File: src/rtl/err_pkg.sv
// Shared types and width helpers for the bit-flip injector and error tally.
package err_pkg;

  typedef enum logic [1:0] {
    IDLE = 2'd0,
    RUN  = 2'd1,
    DONE = 2'd2
  } state_t;

  // Bits needed to hold any value 0..n inclusive.
  function automatic int cnt_w(input int n);
    return $clog2(n + 1);
  endfunction

endpackage

File: src/rtl/err_tally_popcount.sv
// Combinational count of ones in an N-bit vector.
module popcount
  import err_pkg::*;
#(
  parameter int N = 3
) (
  input  logic [N-1:0]        vec,
  output logic [cnt_w(N)-1:0] cnt
);

  localparam int PW = cnt_w(N);

  // Straight adder chain; N is small, so depth is not a concern.
  always_comb begin
    cnt = '0;
    for (int i = 0; i < N; i++) cnt = cnt + PW'(vec[i]);
  end

endmodule

File: src/rtl/err_tally.sv
// Error tally: compares sent/received chunks over a window of accepted
// chunks and reports total flipped bits, errored chunks and worst chunk.
module err_tally
  import err_pkg::*;
#(
  parameter int N      = 3,
  parameter int WINDOW = 16,
  parameter int CW     = 16
) (
  input  logic                clk,
  input  logic                reset,
  input  logic                start,
  input  logic                in_valid,
  input  logic [N-1:0]        sent,
  input  logic [N-1:0]        recv,
  input  logic                ack,
  output logic                busy,
  output logic                result_valid,
  output logic [CW-1:0]       bit_errs,
  output logic [CW-1:0]       err_chunks,
  output logic [cnt_w(N)-1:0] max_flips
);

  localparam int FW = cnt_w(N);
  localparam int KW = cnt_w(WINDOW);

  state_t        state, state_nxt;
  logic [KW-1:0] chunk_cnt;
  logic [FW-1:0] flips;
  logic          accept, last;
  logic [CW:0]   be_sum, ec_sum;

  popcount #(.N(N)) u_pc (.vec(sent ^ recv), .cnt(flips));

  assign accept = (state == RUN) && in_valid;
  assign last   = accept && (chunk_cnt == KW'(WINDOW - 1));

  // One extra bit catches the carry out for saturation.
  assign be_sum = {1'b0, bit_errs}   + (CW+1)'(flips);
  assign ec_sum = {1'b0, err_chunks} + (CW+1)'(flips != '0);

  // Flags decode the state register only, so outputs stay registered.
  assign busy         = (state == RUN);
  assign result_valid = (state == DONE);

  // State register.
  always_ff @(posedge clk) begin
    if (reset) state <= IDLE;
    else       state <= state_nxt;
  end

  // Next state: start only from IDLE, ack only from DONE (ack beats start).
  always_comb begin
    state_nxt = state;
    case (state)
      IDLE:    if (start) state_nxt = RUN;
      RUN:     if (last)  state_nxt = DONE;
      DONE:    if (ack)   state_nxt = IDLE;
      default: state_nxt = IDLE;
    endcase
  end

  // Statistics: cleared on start, updated on every accepted chunk.
  always_ff @(posedge clk) begin
    if (reset || (state == IDLE && start)) begin
      bit_errs   <= '0;
      err_chunks <= '0;
      max_flips  <= '0;
      chunk_cnt  <= '0;
    end else if (accept) begin
      bit_errs   <= be_sum[CW] ? {CW{1'b1}} : be_sum[CW-1:0];
      err_chunks <= ec_sum[CW] ? {CW{1'b1}} : ec_sum[CW-1:0];
      if (flips > max_flips) max_flips <= flips;
      chunk_cnt  <= chunk_cnt + KW'(1);
    end
  end

endmodule
File: config.mk
export PLATFORM = sky130hd
export DESIGN_NAME = err_tally
export DESIGN_NICKNAME = d
export VERILOG_FILES = /design/src/rtl/err_pkg.sv /design/src/rtl/err_tally_popcount.sv /design/src/rtl/err_tally.sv
export SDC_FILE = /design/constraint.sdc
export NUM_CORES = 1
export LEC_CHECK = 0
export ABC_AREA = 1
export CORE_MARGIN = 2
export CORE_UTILIZATION = 50
export DETAILED_ROUTE_END_ITERATION = 12
export GPL_TIMING_DRIVEN = 0
export MAX_ROUTING_LAYER = met4
export PLACE_DENSITY = 0.81
export SKIP_CTS_REPAIR_TIMING = 1
export SYNTH_ARGS = -nofsm -noshare
export SYNTH_HDL_FRONTEND = slang
export SYNTH_SLANG_ARGS = --single-unit
File: constraint.sdc
create_clock -name clk -period 3.15 [get_ports clk]
set_input_delay 0.63 -clock clk [delete_from_list [all_inputs] [get_ports clk]]
set_output_delay 0.63 -clock clk [all_outputs]
set_load 0.01 [all_outputs]
Word level (Yosys, flattened, before mapping):

Index checks and enable logic that the tools add are counted.

* register bits: 41
* word-level logic and storage cells: 32

* $add $sub $neg: 5
* order comparisons: 1
* equal/unequal tests: 6
* mux-type cells: 6
* bitwise gates (word level): 1
* reductions and logical operators: 8

Operators with widths (count)
* $mux W16: 2
* $add A16 B1 Y17: 1
* $add A16 B2 Y17: 1
* $mux W2: 3
* $pmux W2 S3: 1
* $add A5 B1 Y5 const B: 1
* $eq A5 B4 Y1 const B: 1
* $ne A2 B2 Y1 const B: 2
* $logic_and A1 B1 Y1: 3
* $reduce_and A3 Y1: 1
* $xor A3 B3 Y3: 1
* $add A1 B1 Y2: 1
* $add A2 B1 Y2: 1
* $eq A2 B1 Y1 const B: 1
* $eq A2 B2 Y1 const B: 1
* $gt A2 B2 Y1: 1
* $logic_not A2 Y1: 1
* $ne A2 B1 Y1 const B: 1
* $reduce_and A2 Y1: 1
* $reduce_bool A2 Y1: 1
* $logic_or A1 B1 Y1: 1

Depth between registers and ports, before layout:

Gate-level depths: netlist (run 1).

* depth in word-level cells: 6
* mapped depth: 14

Cells and area by module:

From an unflattened synthesis (run 1), not the netlist that was laid out.

* cells, all modules: 338
* area, all modules: 2386.0 um^2

By module, submodules not included
* err_tally: instances 1, cells an instance 337, area each 2366.0 um^2
* popcount: instances 1, cells an instance 1, area each 20.0 um^2

Worst setup path before layout (run 1):

No wires, ideal clock.

* path kind: input port to flip-flop
* start: input sent[0]
* end: register bit_errs[11]
* arrival time: 2.661 ns
* required time: 3.041 ns
* path slack: 0.380 ns
* stages on the path: 12
* buffers on the path: 1
* path through: xnor2_1 -> fa_1 -> inv_1 -> ha_1 -> fa_1 -> nand3_1 -> nor2_1 -> nand4_1 -> buf_2 -> nand3_1 -> nand2_1 -> inv_1

* word-level cells in the longest chain between the ends: 5

Ends and longest elaborated chain
* from (decl): line err_tally.sv:14 `input logic [N-1:0] sent,`
* $xor A3 B3 Y3: line err_tally.sv:33 `popcount #(.N(N)) u_pc (.vec(sent ^ recv), .cnt(flips));`
* $add A1 B1 Y2: line err_tally_popcount.sv:16 `for (int i = 0; i < N; i++) cnt = cnt + PW'(vec[i]);`
* $add A2 B1 Y2: line err_tally_popcount.sv:16
* net flips[0]: line err_tally.sv:29 `logic [FW-1:0] flips;`
* $add A16 B2 Y17: line err_tally.sv:39 `assign be_sum = {1'b0, bit_errs} + (CW+1)'(flips);`
* $mux W16: line err_tally.sv:71 `bit_errs <= be_sum[CW] ? {CW{1'b1}} : be_sum[CW-1:0];`
* to (signal assigned): line err_tally.sv:71
* to (decl): line err_tally.sv:19 `output logic [CW-1:0] bit_errs,`

The timed path passes the listed nets, and every way through them passes these cells.
A chain may end at the register's enable or synchronous reset.

Worst setup path after layout (run 1):

* start: input recv[2]
* end: register bit_errs[5]

* word-level cells in the longest chain between the ends: 4

Ends and longest elaborated chain
* from (decl): line err_tally.sv:15 `input logic [N-1:0] recv,`
* $xor A3 B3 Y3: line err_tally.sv:33
* $add A2 B1 Y2: line err_tally_popcount.sv:16
* net flips[0]: line err_tally.sv:29
* $add A16 B2 Y17: line err_tally.sv:39
* $mux W16: line err_tally.sv:71

The timed path passes the listed nets, and every way through them passes these cells.

==> impl_metrics.tcl, run 1 <==
set metrics [dict create \
    holdWs_ps 451 \
    grt_usage 0.236 \
    routed_wl_um 5770 \
    nets 440 \
    cts_root_buffer "clkbuf_8" \
    wl_per_cell_um 12.2 \
    cp.required_ps 3340 \
    seq_area_frac_synth 0.345 \
    synth.avg_cell_area_um2 6.55 \
    numCtsBuffers 5 \
    arrival_ps 3160 \
    drc 0 \
    rows 25 \
    grt_pass1_wl_um 9830 \
    crit_path_frequent_cell "inv_1" \
    pin_count 47 \
    finalWeightedCongestion 0.931 \
    fin_cells 474 \
    async_flop_share 0 \
    crit_slowest_cell "fa_1" \
    vias 2492 \
    grt_max_degree 14 \
    die-height_um 73.0 \
    min_period_over_period 0.944 \
    cts_buffer_depth 2 \
    chipWidth_um 73.0 \
    dp_hpwl_um 4100 \
    dieArea_um2 5320 \
    place_area_um2 2910 \
    synth_seq_cells 41 \
    endpoint_kind "register" \
    cts.sinks 41 \
    finalInstanceArea_um2 3050 \
    hold_viol 0 \
    skew_ps 14.4 \
    synth_common_cells "nand2_1 (96), inv_1 (58), nor2_1 (44), dfxtp_1 (41), nand3_1 (29)" \
    synth_edf_count 0 \
    cap_violations 0 \
    yosysMostFrequentCell "nand2_1" \
    crit_type "primary input to register" \
    yosysUniqueCellTypes 24 \
    netlist_area_um2 2380 \
    synth_ff_type "dfxtp_1" \
    start_util 0.510 \
    cts_tree "done" \
    worst_pin_slew_ps 499 \
    drt_first_pass_iters 5 \
    clk_latency_ps 310 \
    ant_nets 0 \
    via_per_inst 5.26 \
    worstPathCellList "clkdlybuf4s50_1, xnor2_2, fa_1, inv_1, ha_2, fa_2, nand3_2, nor2_4, nand4_1, buf_4, nand2_1, o21ai_0, inv_1" \
    p_leak_nw 1.23 \
    synth.area.top_cells "dfxtp_1 (35%), nand2_1 (15%), inv_1 (9.2%), nor2_1 (6.9%), nand3_1 (6.1%)" \
    dp.cells 463 \
    maxSlewViolCount 0 \
    tns_ps 0 \
    grt_pass1_vias 2319 \
    portBuffers 46 \
    cpPeakStageDelay_ps 580 \
    core_um2 4660 \
    antenna_found_initial 0 \
    start_kind "primary input" \
    power_density_nw_per_um2 326 \
    h-tree-depth 2 \
    slew_headroom 0.667 \
    drt_iter0_markers 131 \
    setup_viol_count_final 0 \
    synth_largest_area_cell "dfxtp_1" \
    syn-instance-count 363 \
    synth_top_area_share 0.345 \
    area_delta_synth_final_pct 28.1 \
    max_freq_mhz 336 \
    drive_gt1_frac 0.0643 \
    n_antenna_cell 0 \
    finalCriticalPeriod_ps 2970 \
    synth_warnings 0 \
    grt_overflow 0 \
    crit_fanout 4 \
    syn_nets 384 \
    status "finished, final reports clean" \
    min_path_type "register to register" \
    ir_drop_mv 0.292 \
    path_clk_slew_ps 70 \
    rsz0062_at_grt "false" \
]
[layout make-up]
cell class / count / area (µm²)
Fill cell: 440 / 1610
Clock buffer: 5 / 68.8
Clock inverter: 3 / 17.5
Inverter: 58 / 218
Multi-Input combinational cell: 257 / 1330
Timing Repair Buffer: 49 / 483
Buffer: 7 / 46.3
Sequential cell: 41 / 821
Tap cell: 54 / 67.6
[cell families (layout without fill, tap and decap cells)]
logic type	after synthesis	count (layout)	share of synthesized area
adder cells (fa/ha/maj)	10	10	0.0589
AND/OR/NAND/NOR	189	189	0.338
XOR/XNOR	11	11	0.0405
buffers and inverters	65	122	0.108
flip-flops	41	41	0.345
multiplexers	2	2	0.00842
AO/OA/AOI/OAI	45	45	0.100
[power breakdown]
part,switching (W),leakage [nW],internal [W]
Clock,0.000199,0.0439,0.000153
Combinational,0.0000611,0.851,0.0000509
Sequential,0.00000489,0.331,0.000523
[sequential cells by signal (all words and copies together), names as in the netlist]
name        flops
bit_errs       16
chunk_cnt       5
err_chunks     16
max_flips       2
state           2
[layout by cell type, fill, tap and decap left out, types with 5 or more instances in the layout]
cell type and n:
nand3_1 28, nand2_1 96, clkdlybuf4s50_1 46, nor3_1 6, xor2_1 6, a21oi_1 26
nand4_1 7, inv_1 58, ha_1 7, o21ai_0 12, dfxtp_1 41, clkbuf_8 5
nor2_1 43
[through the flow]
| step | utilization | setup WS [ps] | total power (W) |
|---|---|---|---|
| after CTS | 0.642 | -111 | 0.000990 |
| after floorplan | - | 380 | 0.000603 |
| after global routing | 0.654 | 8.68 | 0.00102 |
| after detailed placement | 0.624 | -426 | 0.000645 |
| final | 0.654 | 178 | 0.000992 |
| after global placement | 0.624 | -372 | 0.000641 |
[critical path: cells and delay by family]
| family | cells | cell delay, ps |
|---|---|---|
| xor+xnor | 1 | 160 |
| compound gates | 1 | 150 |
| fa+ha+maj | 3 | 1150 |
| buf+inv | 4 | 710 |
| simple gates | 4 | 370 |
[worst paths after layout]
check                                            endpoint                      start  cells after the start  slack (ps)
worst max-delay path             bit_errs[5]$_SDFFE_PP0P_                    recv[2]                     13         180
worst min-delay path            chunk_cnt[3]$_SDFFE_PP0P_  chunk_cnt[3]$_SDFFE_PP0P_                      1         450
worst max register to register   bit_errs[5]$_SDFFE_PP0P_   bit_errs[0]$_SDFFE_PP0P_                      9        1420
worst min register to register  chunk_cnt[3]$_SDFFE_PP0P_  chunk_cnt[3]$_SDFFE_PP0P_                      1         450
[routing by layer]
metal  GRT usage  part of all wire  vias up
met5           -                 0        -
li1            -                 -     1256
met2       0.421              0.49       91
met1       0.279              0.44     1138
met3      0.0290             0.055        7
met4      0.0617             0.013        0
Power figures use the tool's default switching activity.
==> inputs of run 2 (changes only) <==
--- a/config.mk
+++ b/config.mk
@@ -6,6 +6,7 @@
 export NUM_CORES = 1
 export LEC_CHECK = 0
 export ABC_AREA = 1
+export ABC_CLOCK_PERIOD_IN_PS = 3150
 export CORE_MARGIN = 2
 export CORE_UTILIZATION = 50
 export DETAILED_ROUTE_END_ITERATION = 12
==> results of run 2 <==
Final layout, timing and power as in run 1 (identical DEF).
==> inputs of run 3 (changes only) <==
--- a/config.mk
+++ b/config.mk
@@ -9,6 +9,7 @@
 export ABC_CLOCK_PERIOD_IN_PS = 3150
 export CORE_MARGIN = 2
 export CORE_UTILIZATION = 50
+export CTS_CLUSTER_DIAMETER = 60
 export DETAILED_ROUTE_END_ITERATION = 12
 export GPL_TIMING_DRIVEN = 0
 export MAX_ROUTING_LAYER = met4
==> results of run 3 <==
Final layout, timing and power as in run 1 (identical DEF).
